===== config.mk =====
export PLATFORM = sky130hd
export DESIGN_NAME = dll_burst_scheduler
export DESIGN_NICKNAME = d
export VERILOG_FILES = /design/src/rtl/dll_burst_scheduler.sv
export SDC_FILE = /design/constraint.sdc
export NUM_CORES = 1
export LEC_CHECK = 0
export CAP_MARGIN = 10
export CORE_ASPECT_RATIO = 1.2
export CORE_MARGIN = 5
export CORE_UTILIZATION = 55
export DETAILED_ROUTE_END_ITERATION = 8
export PLACE_DENSITY = 0.75
export SLEW_MARGIN = 40
export SYNTH_ARGS = -nofsm -noshare
export SYNTH_HDL_FRONTEND = slang
export SYNTH_SLANG_ARGS = --single-unit

===== constraint.sdc =====
create_clock -name clk -period 7.1 [get_ports clk]
set_input_delay 2.13 -clock clk [delete_from_list [all_inputs] [get_ports clk]]
set_output_delay 2.13 -clock clk [all_outputs]
set_load 0.01 [all_outputs]

===== src/rtl/dll_burst_scheduler.sv =====
// Sequences the transmit DLL (reset window, lock wait with timeout) and then
// emits bursts of two 40 kHz square waves: a reference and a phase-delayed copy.
module dll_burst_scheduler #(
    parameter int HALF_PERIOD    = 337,
    parameter int DLL_RST_CYCLES = 16,
    parameter int LOCK_TIMEOUT   = 65535,
    parameter int PHASE_W        = 10,
    parameter int NP_W           = 8
) (
    input  logic               clk,
    input  logic               reset,
    input  logic               dll_lock,
    input  logic               start,
    input  logic [NP_W-1:0]    num_pulses,
    input  logic [PHASE_W-1:0] phase_dly,
    output logic               dll_reset,
    output logic               ready,
    output logic               busy,
    output logic               done,
    output logic               abort,
    output logic               lock_err,
    output logic               tx_ref,
    output logic               tx_dly
);

    localparam int HC_W   = (HALF_PERIOD > 1) ? $clog2(HALF_PERIOD) : 1;
    localparam int PH_MAX = 2 * HALF_PERIOD - 1;
    localparam int PC_W   = $clog2(2 * HALF_PERIOD);
    localparam int TM_MAX = (DLL_RST_CYCLES > LOCK_TIMEOUT) ? DLL_RST_CYCLES : LOCK_TIMEOUT;
    localparam int TM_W   = (TM_MAX > 1) ? $clog2(TM_MAX) : 1;

    typedef enum logic [2:0] {
        S_DLL_RST, S_WAIT_LOCK, S_IDLE, S_BURST, S_TAIL, S_ERR
    } state_t;

    state_t                      state_q, state_d;
    logic [1:0]                  sync_q;
    logic [TM_W-1:0]             tmr_q, tmr_d;
    logic [NP_W-1:0]             np_q, np_d;
    logic [PC_W-1:0]             dcnt_q, dcnt_d;
    logic                        arm_q, arm_d;
    logic [1:0][HC_W-1:0]        half_q, half_d;
    logic [1:0][NP_W-1:0]        per_q, per_d;
    logic [1:0]                  run_q, run_d;
    logic [1:0]                  tx_q, tx_d;
    logic                        done_q, done_d;
    logic                        abort_q, abort_d;
    logic [1:0]                  fin;
    logic [PC_W-1:0]             dcap;
    logic                        lock_s;

    function automatic logic [PC_W-1:0] clamp_phase(input logic [PHASE_W-1:0] p);
        if (32'(p) > 32'(PH_MAX)) return PC_W'(PH_MAX);
        return PC_W'(p);
    endfunction

    assign lock_s = sync_q[1];
    assign dcap   = clamp_phase(phase_dly);

    always_ff @(posedge clk or negedge reset) begin
        if (!reset) begin
            state_q <= S_DLL_RST;
            sync_q  <= '0;
            tmr_q   <= '0;
            np_q    <= '0;
            dcnt_q  <= '0;
            arm_q   <= 1'b0;
            half_q  <= '0;
            per_q   <= '0;
            run_q   <= '0;
            tx_q    <= '0;
            done_q  <= 1'b0;
            abort_q <= 1'b0;
        end else begin
            state_q <= state_d;
            sync_q  <= {sync_q[0], dll_lock};
            tmr_q   <= tmr_d;
            np_q    <= np_d;
            dcnt_q  <= dcnt_d;
            arm_q   <= arm_d;
            half_q  <= half_d;
            per_q   <= per_d;
            run_q   <= run_d;
            tx_q    <= tx_d;
            done_q  <= done_d;
            abort_q <= abort_d;
        end
    end

    always_comb begin
        state_d = state_q;
        tmr_d   = tmr_q;
        np_d    = np_q;
        dcnt_d  = dcnt_q;
        arm_d   = arm_q;
        half_d  = half_q;
        per_d   = per_q;
        run_d   = run_q;
        tx_d    = tx_q;
        done_d  = 1'b0;
        abort_d = 1'b0;
        fin     = '0;

        // Index 0 is the reference generator, index 1 the delayed one.
        for (int g = 0; g < 2; g++) begin
            if (run_q[g]) begin
                if (half_q[g] == HC_W'(HALF_PERIOD - 1)) begin
                    half_d[g] = '0;
                    if (tx_q[g]) begin
                        tx_d[g] = 1'b0;
                    end else if (per_q[g] == np_q - NP_W'(1)) begin
                        run_d[g] = 1'b0;
                        fin[g]   = 1'b1;
                    end else begin
                        per_d[g] = per_q[g] + NP_W'(1);
                        tx_d[g]  = 1'b1;
                    end
                end else begin
                    half_d[g] = half_q[g] + HC_W'(1);
                end
            end
        end

        // Down-counter hits zero at this edge: delayed output rises next cycle.
        if (arm_q) begin
            dcnt_d = dcnt_q - PC_W'(1);
            if (dcnt_q == PC_W'(1)) begin
                arm_d     = 1'b0;
                run_d[1]  = 1'b1;
                tx_d[1]   = 1'b1;
                half_d[1] = '0;
                per_d[1]  = '0;
            end
        end

        case (state_q)
            S_DLL_RST: begin
                tmr_d = tmr_q + TM_W'(1);
                if (tmr_q == TM_W'(DLL_RST_CYCLES - 1)) begin
                    state_d = S_WAIT_LOCK;
                    tmr_d   = '0;
                end
            end
            S_WAIT_LOCK: begin
                tmr_d = tmr_q + TM_W'(1);
                if (lock_s) begin
                    state_d = S_IDLE;
                    tmr_d   = '0;
                end else if (tmr_q == TM_W'(LOCK_TIMEOUT - 1)) begin
                    state_d = S_ERR;
                    tmr_d   = '0;
                end
            end
            S_IDLE: begin
                if (!lock_s) begin
                    state_d = S_DLL_RST;
                end else if (start) begin
                    if (num_pulses == '0) begin
                        done_d = 1'b1;
                    end else begin
                        state_d   = S_BURST;
                        np_d      = num_pulses;
                        run_d[0]  = 1'b1;
                        tx_d[0]   = 1'b1;
                        half_d[0] = '0;
                        per_d[0]  = '0;
                        if (dcap == '0) begin
                            run_d[1]  = 1'b1;
                            tx_d[1]   = 1'b1;
                            half_d[1] = '0;
                            per_d[1]  = '0;
                        end else begin
                            arm_d  = 1'b1;
                            dcnt_d = dcap;
                        end
                    end
                end
            end
            S_BURST, S_TAIL: begin
                if (!lock_s) begin
                    state_d = S_DLL_RST;
                    abort_d = 1'b1;
                    run_d   = '0;
                    tx_d    = '0;
                    arm_d   = 1'b0;
                    tmr_d   = '0;
                end else if (state_q == S_BURST && fin[0]) begin
                    if ((run_q[1] && !fin[1]) || arm_q) begin
                        state_d = S_TAIL;
                    end else begin
                        state_d = S_IDLE;
                        done_d  = 1'b1;
                    end
                end else if (state_q == S_TAIL && fin[1]) begin
                    state_d = S_IDLE;
                    done_d  = 1'b1;
                end
            end
            S_ERR: begin
                if (start) state_d = S_DLL_RST;
            end
            default: state_d = S_DLL_RST;
        endcase
    end

    assign dll_reset = (state_q == S_DLL_RST);
    assign ready     = (state_q == S_IDLE);
    assign busy      = (state_q == S_BURST) || (state_q == S_TAIL);
    assign lock_err  = (state_q == S_ERR);
    assign done      = done_q;
    assign abort     = abort_q;
    assign tx_ref    = tx_q[0];
    assign tx_dly    = tx_q[1];

endmodule


== After elaboration in Yosys (flattened, before gate mapping) ==
Index checks and enable logic that the tools add are counted.

* Output and inout bits: 8
* Register bits: 80
* Word-level logic and storage cells: 164

* Mux-type cells: 108
* $add $sub $neg: 7
* Equality and inequality tests: 19
* Reduce and logical (&&, ||, !) cells: 14
* Order comparisons: 1
* Bitwise gates (word level): 1

{| class="wikitable"
|+ Operators with widths
! operator !! number
|-
| 16-bit two-way mux || 8
|-
| 8-bit two-way mux || 11
|-
| 10-bit two-way mux || 8
|-
| 18-bit two-way mux || 4
|-
| 9-bit two-way mux || 7
|-
| 16-bit case mux with 3 select lines || 1
|-
| 1-bit two-way mux || 45
|-
| 3-bit two-way mux || 11
|-
| 9-bit by 1-bit adder with 9-bit output (second input constant) || 2
|-
| 9-bit == test (second input constant) || 2
|-
| 16-bit by 1-bit adder with 16-bit output (second input constant) || 1
|-
| 8-bit by 1-bit adder with 8-bit output (second input constant) || 2
|-
| 16-bit == test (second input constant) || 1
|-
| 16-bit by 4-bit == test with 1-bit output (second input constant) || 1
|-
| 8-bit == test || 2
|-
| 2-bit two-way mux || 8
|-
| 3-bit case mux with 5 select lines || 1
|-
| 10-bit by 1-bit == test with 1-bit output (second input constant) || 1
|-
| 10-bit greater-than comparator (second input constant) || 1
|-
| 10-bit zero test || 1
|-
| 10-bit by 1-bit subtractor with 10-bit output (second input constant) || 1
|-
| 3-bit inequality test (second input constant) || 3
|-
| 8-bit zero test || 1
|-
| 2-bit case mux with 2 select lines || 2
|-
| other kinds (18) || 25
|}

== Depth between registers and ports, before layout ==
Gate-level depths: netlist of the first run.

* Depth after elaboration: 13
* Gate-level depth with buffers: 10
* Gate-level depth less buffers: 9

== Worst setup path before layout of the first run ==
No wires, ideal clock.

* Path kind: input to register
* Start point: input num_pulses[1]
* End point: register dcnt_q[7]
* Setup slack: 3.428 ns
* Data arrival time: 3.521 ns
* Stages on the path: 7
* Data required time: 6.949 ns
* Cell sequence: nor4_1 > nand2_1 > and3_1 > clkbuf_1 > nand2_1 > clkbuf_1 > a22oi_1

* Word-level cells in the longest chain between the ends: 5

{| class="wikitable"
|+ Ends and longest elaborated chain
! element !! RTL line !! RTL
|-
| from (decl) || 14 || <nowiki>input logic [NP_W-1:0] num_pulses,</nowiki>
|-
| 8-bit zero test || 158 || <nowiki>if (num_pulses == '0) begin</nowiki>
|-
| 10-bit two-way mux || 158 ||
|-
| 10-bit two-way mux || 157 || <nowiki>end else if (start) begin</nowiki>
|-
| 10-bit two-way mux || 155 || <nowiki>if (!lock_s) begin</nowiki>
|-
| 10-bit two-way mux || 136 || <nowiki>case (state_q)</nowiki>
|-
| net dcnt_d[7] || 40 || <nowiki>logic [PC_W-1:0] dcnt_q, dcnt_d;</nowiki>
|-
| to (signal assigned) || 79 || <nowiki>dcnt_q <= dcnt_d;</nowiki>
|-
| to (decl) || 40 ||
|}

The timed path passes the listed nets, and every way through them passes these cells.
A chain may end at the register's enable or synchronous reset.

== Final worst setup path of the first run ==
Ends and elaborated chain as after synthesis.

==> reports/qor.txt, run 1 <==
outcome = finished clean
detailed placement HPWL = 7.297 mm
CTS hold repair buffers = 0
Initial Util = 55.63%
Global Route Usage Sum = 20.44%
Avg WL per Cell = 15.22 um
Setup Viol. Count Final = 0
Layout Utilization = 62.27%
largest net degree at the start of global routing = 81
Min-Delay Path Class = flop to flop
cell mode on critical path = nand2_1
Clock Latency Late Sink = 370 ps
asr flop ratio synth = 100.0%
Setup WS pre-CTS = 2493 ps
Req. time, crit path = 7380 ps
CP Launch Type = input pin
layout cells sized above 1 = 6.642%
remaining global-route overflow = 0
clock slew at reported path FFs = 90 ps
Final period util = 58.98%
number of synthesized flops with an enable pin = 0
IO buf count = 29
Final Critical Period = 4188 ps
synthesized area per cell = 9.188 um2
most numerous cell in the Yosys netlist = dfrtp_1
register bit total from synthesis = 80
maximum buffer depth of the clock tree = 2
sequential area share after synthesis = 42.47%
Core ar. = 8472 um2
Synth-to-Final Area Change = 11.92%
Least-Margin Pin Slew = 740.0 ps
Fin. Hold Viols = 0
post-synth top area cell = dfrtp_1
TritonCTS Sinks = 80
crit path buf inv count = 1
# DRC = 0
fin. max-slew vios = 0
Design Power = 1.851 mW
diode count = 0
dpl cell area = 5080 um2
Setup crit end kind = flop
Final Hold Slack = 380.9 ps
DR pass1 iterations = 4
fmax = 238.8 MHz
Leak = 2.221 nW
Syn. warnings = 0
max cap viols = 0
Most used DFF post-synth = dfrtp_1
total length of routed wires = 10.03 mm
die width = 94.51 um
Non-Filler Instances = 659
placed cells = 643
CTS buffer count = 9
Pwr Density = 350.8 nW/um2
post-synth cell types = 57
Post-Syn Instances = 513
post-CTS resize count = 0
Nets = 570
syn_nets = 546
CP arrival = 4470 ps
via count = 3812
vias per cell = 5.785
antenna violations before repair = 0
Vert. Die Dim = 111.4 um
final worst slack = 2912 ps
crit-path cells = clkdlybuf4s50_1 > nor4_1 > nand2_1 > and3_1 > nand2_1 > nor2_1 > a22oi_1
Placer Congestion = 0.8668
initial DRC count = 165
CP max-delay cell = nor4_1
critical path peak fanout = 20
clock root buffer master = clkbuf_8
max incr delay on CP = 540 ps
CTS tree = done
area share of the largest cell type after synthesis = 42.47%
vias in the first global route = 3775
RSZ-0062 raised after global routing = false
family with the most delay on the worst path = simple AND/OR/NAND/NOR gates
WS Path Type = input pin to flop
H-tree depth = 3
Worst Skew = 10.27 ps
Mapped Area = 4713 um2
die area = 10530 um2
# IOs = 30
setup bufs post-CTS = 0
Post-synth top cells = 80 x dfrtp_1, 60 x nor2_1, 58 x nand2_1, 36 x xor2_1, 24 x a21oi_1
Rows = 37
slew margin rel. = 50.57%
peak supply drop = 0.2256 mV
post-route setup TNS = 0 ps
Synth area leaders = dfrtp_1 42%, xor2_1 6.7%, nor2_1 4.8%
post-route ant nets = 0
final instance area = 5275 um2
first-pass GRT wire length = 17.22 mm
[flip-flops by register name, indices dropped and copies added (netlist names), 3 cells and up]
register / count
half_q: 18
per_q: 16
tmr_q: 16
dcnt_q: 10
np_q: 8
state_q: 3
[layer usage]
layer	vias up	track usage, %	routed length, um
met3	21	3.446	338
met4	0	11.26	275
met1	1856	25.86	4511
met5	-	0	0
li1	1862	-	-
met2	73	33.00	4904
[final cells by class]
class                           count  area [um2]
Clock buffer                       10       127.6
Clock inverter                      6       67.56
Fill cell                         752        3197
Inverter                           18       67.56
Multi-Input combinational cell    399        2572
Sequential cell                    80        2002
Tap cell                          117       146.4
Timing Repair Buffer               29       291.5
[power breakdown]
| group | switching (mW) | leakage [nW] | internal [mW] |
|---|---|---|---|
| clock network | 0.174 | 0.0933 | 0.164 |
| registers | 0.215 | 1.03 | 0.591 |
| logic | 0.359 | 1.10 | 0.347 |
[placed cells by master (no fill, tap or decap), drive strengths merged, types with 5 or more instances in the layout]
cell type      Yosys  layout
a21oi             24      24
and2               6       6
and3               9       9
clkbuf            12      10
clkdlybuf4s50      0      28
dfrtp             80      80
ha                11      11
inv               18      20
mux2i              5       5
nand2             58      58
nand2b             8       8
nand3             20      20
nand4             15      15
nor2              61      61
nor2b              9       9
nor3              13      13
nor4              11      11
nor4b              5       5
o21ai             22      22
o31ai              7       7
or2                6       6
or3                6       6
or4                5       5
xnor2             16      16
xor2              36      36
[cells by family (layout without fill, tap and decap cells)]
kind of cell,Yosys count,after routing,synth area share [%]
flip-flops,80,80,42.47
AO/OA/AOI/OAI,84,84,11.73
XOR/XNOR,55,55,11.10
adder cells (fa/ha/maj),11,11,2.920
multiplexers,7,7,1.540
AND/OR/NAND/NOR,242,242,27.29
buffers and inverters,34,63,2.946
[path summary, 6_finish.rpt]
| path | from | to | slack (ps) | cells past startpoint |
|---|---|---|---|---|
| max in group asynchronous | reset | np_q[5] | 4810 | 1 |
| worst min-delay path | sync_q[0] | sync_q[1] | 380 | 0 |
| worst max-delay path | num_pulses[1] | dcnt_q[7] | 2910 | 7 |
| worst max register to register | np_q[0] | state_q[1] | 4290 | 9 |
| min in group asynchronous | reset | tmr_q[4] | 1790 | 1 |
| worst min register to register | sync_q[0] | sync_q[1] | 380 | 0 |
Power figures use the tool's default switching activity.
==> inputs of run 2 (changes only) <==
clock period = 3.95 ns   (was 7.1 ns; I/O delays follow)
==> run 2 against run 1 <==
  * Register-to-register slack lost 3200 ps
  * Cell count grew 0.15%
  * Core utilization grew 0.059 points
  * Routed wire length shrank 1.7%
  * Total power grew 78%
  * Critical endpoint is now per_q[5]
  * Largest power group unchanged
==> reports/qor.txt, run 2 (synthesis gave the netlist of run 1 again) <==
vias in the first global route = 3636
P_sw = 1.326 mW
clock slew at reported path FFs = 80 ps
Final Critical Period = 3086 ps
outcome = finished clean
layout cells sized above 1 = 6.998%
maximum buffer depth of the clock tree = 2
RSZ-0062 raised after global routing = false
Avg WL per Cell = 14.94 um
Placer Congestion = 0.8248
# DRC = 0
largest net degree at the start of global routing = 81
Leak = 2.232 nW
Design Power = 3.301 mW
CP Launch Type = input pin
Pwr Density = 625.1 nW/um2
max reg flops = 18
Switching Fraction = 40.18%
Logic pwr share = 38.3%
Least-Margin Pin Slew = 787.3 ps
die area = 10530 um2
fin. max-slew vios = 0
placed cells = 645
Synth-to-Final Area Change = 12.03%
peak supply drop = 0.4321 mV
DR pass1 iterations = 4
commonest non-fill, non-tap cells in the layout = 80 x dfrtp_1, 60 x nor2_1, 58 x nand2_1
diode count = 0
TritonCTS Sinks = 80
post-CTS resize count = 0
Global Route Usage Sum = 20.11%
slew margin rel. = 47.40%
Fin. Hold Viols = 0
most common cell after layout, fill and taps aside = dfrtp_1
remaining global-route overflow = 0
# IOs = 30
total length of routed wires = 9.860 mm
fmax = 324.0 MHz
CTS hold repair buffers = 0
die width = 94.51 um
Setup Viol. Count Final = 0
antenna violations before repair = 0
Pint = 1.975 mW
Rows = 37
clock root buffer master = clkbuf_8
post-route setup TNS = 0 ps
Nets = 572
largest registers = half_q (18), per_q (16), tmr_q (16)
via count = 3740
Setup crit end kind = flop
Clock Latency Late Sink = 350 ps
CP arrival = 3380 ps
CTS buffer count = 9
setup bufs post-CTS = 0
initial DRC count = 132
IO buf count = 29
max cap viols = 0
Req. time, crit path = 4250 ps
Vert. Die Dim = 111.4 um
Non-Filler Instances = 660
register share of total power = 43.9%
critical path peak fanout = 17
Final period util = 78.13%
H-tree depth = 3
Clock Power Share = 17.8%
detailed placement HPWL = 7.089 mm
CTS tree = done
post-route ant nets = 0
Worst Skew = 9.799 ps
first-pass GRT wire length = 17.11 mm
Core ar. = 8472 um2
Largest Register = half_q
Min-Delay Path Class = flop to flop
Initial Util = 55.63%
WS Path Type = input pin to flop
vias per cell = 5.667
## run 2: path summary, 6_finish.rpt
kind	startpoint	to	slack, ps	depth (start not counted)
worst max-delay path	num_pulses[1]	per_q[5]	860	7
worst min-delay path	sync_q[0]	sync_q[1]	370	0
worst max register to register	np_q[0]	state_q[2]	1130	9
worst min register to register	sync_q[0]	sync_q[1]	370	0
max in group asynchronous	reset	per_q[0]	2600	1
min in group asynchronous	reset	np_q[0]	860	1
## run 2: metrics by stage
stage	utilization, %	cell area [um2]	setup slack [ps]	hold WS, ps
after floorplan	-	4713	1223	331.2
after global placement	60.09	5091	588.9	343.7
after detailed placement	60.14	5095	561.2	350.3
after CTS	62.32	5280	864.9	378.8
after global routing	62.32	5280	724.2	385.7
final	62.32	5280	863.8	372.9
## run 2: power by group through the flow
stage	sequential, mW	clock, mW	combinational (mW)
detailed placement	1.46	0	1.26
global placement	1.44	0	1.22
CTS	1.44	0.600	1.27
finish	1.45	0.588	1.26
global route	1.50	0.641	1.42
floorplan	1.31	0	1.07
## run 2: area by class of cell
type	count	area, um2
Fill cell	696	3192
Multi-Input combinational cell	399	2572
Sequential cell	80	2002
Timing Repair Buffer	31	306.5
Tap cell	117	146.4
Clock buffer	9	123.9
Inverter	18	67.56
Clock inverter	6	61.31
## run 2: layer usage
| metal | wire [um] | up-vias | global-route usage (%) |
|---|---|---|---|
| li1 | - | 1864 | - |
| met1 | 4514 | 1804 | 26.83 |
| met2 | 4852 | 56 | 32.39 |
| met3 | 297 | 16 | 4.662 |
| met4 | 195 | 0 | 6.352 |
| met5 | 0 | - | 0 |
## run 2: worst max-delay path, cell delays in order
cell             delay [ps]
clkdlybuf4s50_1         430
nor4_1                  550
nand2_1                 160
and3_1                  250
buf_4                   200
or4_1                   510
nand2_1                  80
==> inputs of run 3 (changes only) <==
CORE_UTILIZATION = 54   (was 55)
PLACE_DENSITY = 0.77   (was 0.75)
clock period = 2.5 ns   (was 3.95 ns; I/O delays follow)
==> run 3 against run 2 <==
  * The run now ends with negative setup slack left
  * Total power is 75% higher
  * Cell area is 9.6% higher
  * Core utilization increased by 5.2 points
  * Clock power rose by 69%
  * Via count grew 6.1%
  * Cell count grew 6.7%
  * Largest cell class unchanged
  * Global-route usage rose by 1.2 points
==> reports/qor.txt, run 3 (synthesis gave the netlist of run 1 again) <==
Setup crit end kind = flop
CP arrival = 2770 ps
RR Startpoint = np_q[1]
Final period util = 100.3%
R2R Setup Slk = -7 ps
worst flop-to-flop path endpoint = per_q[10]
Min-Delay Path Class = input pin to async pin
slew margin rel. = 60.75%
Fin. Hold Viols = 0
clock root buffer master = clkbuf_8
first-pass GRT wire length = 18.09 mm
Core ar. = 8564 um2
IO buf count = 29
Vert. Die Dim = 112.3 um
crit-path cells = inv_2 > ha_4 > or4b_4 > nor2_4 > xnor2_1 > nand4_4 > o211ai_1 > buf_4 > xor2_1 > nor2_1
post-route ant nets = 0
fin. max-slew vios = 0
Avg WL per Cell = 15.53 um
Least-Margin Pin Slew = 581.4 ps
# DRC = 0
die width = 95.29 um
diode count = 0
peak supply drop = 0.6031 mV
DR pass1 iterations = 4
max reg flops = 18
most common cell after layout, fill and taps aside = dfrtp_1
H-tree depth = 3
maximum buffer depth of the clock tree = 2
vias in the first global route = 3961
remaining global-route overflow = 0
Initial Util = 55.03%
clock slew at reported path FFs = 80 ps
max cap viols = 0
initial DRC count = 198
vias per cell = 5.639
Largest Register = half_q
CP max-delay cell = or4b_4
R2R depth = 10
Design Power = 5.771 mW
post-route setup TNS = -6.593 ps
Req. time, crit path = 2760 ps
RSZ-0062 raised after global routing = true
antenna violations before repair = 0
Synth-to-Final Area Change = 22.75%
commonest non-fill, non-tap cells in the layout = 77 x dfrtp_1, 58 x nor2_1, 58 x nand2_1
total length of routed wires = 10.93 mm
Global Route Usage Sum = 21.31%
fmax = 398.9 MHz
Worst Skew = 6.557 ps
TritonCTS Sinks = 80
Placer Congestion = 0.8320
largest net degree at the start of global routing = 42
failing checks = negative setup slack
Leak = 2.501 nW
Setup Viol. Count Final = 1
# IOs = 30
CP Launch Type = flop
max incr delay on CP = 480 ps
die area = 10700 um2
outcome = finished with violations
CTS buffer count = 9
placed cells = 679
critical path peak fanout = 5
final worst slack = -6.593 ps
layout cells sized above 1 = 16.87%
Nets = 615
via count = 3970
Clock Latency Late Sink = 370 ps
Pwr Density = 997.5 nW/um2
CTS tree = done
Layout Utilization = 67.55%
CTS hold repair buffers = 0
detailed placement HPWL = 7.853 mm
WS Path Type = flop to flop
largest registers = half_q (18), per_q (16), tmr_q (16)
Non-Filler Instances = 704
Setup WS pre-CTS = -72.82 ps
Final Critical Period = 2507 ps
Rows = 37
## run 3: cell count changes in the layout (fill, tap and decap cells not counted), moves of 3 or more
| cell | delta |
|---|---|
| buf_4 | +38 |
| dfrtp_1 | -3 |
| inv_2 | +3 |
| buf_12 | +3 |
| dfrtp_2 | +3 |
| inv_1 | -3 |
## run 3: cell type report
class,instances,area [um2]
Multi-Input combinational cell,399,2694
Inverter,18,67.56
Clock buffer,10,137.6
Timing Repair Buffer,74,668.1
Clock inverter,6,66.31
Sequential cell,80,2006
Fill cell,662,2779
Tap cell,117,146.4
## run 3: per-stage QoR
stage / instance area (um2) / hold slack (ps)
4_1_cts: 5634 / 367.5
3_3_place_gp: 5384 / 343.8
2_1_floorplan: 4713 / 331.2
6_report: 5786 / 362.2
3_5_place_dp: 5384 / 343.3
5_1_grt: 5786 / 382.5
## run 3: metal layers
| metal | GRT usage, % | routed length (um) | vias up |
|---|---|---|---|
| li1 | - | - | 1955 |
| met1 | 26.03 | 4594 | 1937 |
| met2 | 36.43 | 5846 | 66 |
| met3 | 5.362 | 363 | 12 |
| met4 | 6.737 | 125 | 0 |
| met5 | 0 | 0 | - |
## run 3: repair_timing
item                       CTS  global route
setup endpoints to repair    6            23
hold endpoints to repair     0             0
pin swaps                    1            11
buffers inserted             4             5
resized for setup            7            26
## run 3: worst max-delay path, delay by kind of cell (launching register included)
| family | cells | cell delay, ps |
|---|---|---|
| AND/OR/NAND/NOR | 4 | 860 |
| flip-flops | 1 | 400 |
| buffers and inverters | 2 | 280 |
| adder cells (fa/ha/maj) | 1 | 140 |
| AO/OA/AOI/OAI | 1 | 400 |
| XOR/XNOR | 2 | 320 |
## run 3: worst max path at each step
| stage | end | slack [ps] | start |
|---|---|---|---|
| floorplan | state_q[2] | 40 | np_q[0] |
| global route | per_q[10] | -80 | np_q[0] |
| detailed placement | per_q[5] | -70 | num_pulses[1] |
| CTS | per_q[5] | -50 | np_q[1] |
| finish | per_q[10] | -7 | np_q[1] |
| global placement | per_q[7] | -50 | num_pulses[4] |
## run 3: power by group
part / total, mW / internal [mW] / leakage [nW] / switching, mW
registers: 2.23 / 1.69 / 1.02 / 0.543
clock network: 0.992 / 0.492 / 0.107 / 0.501
logic: 2.55 / 1.26 / 1.37 / 1.29
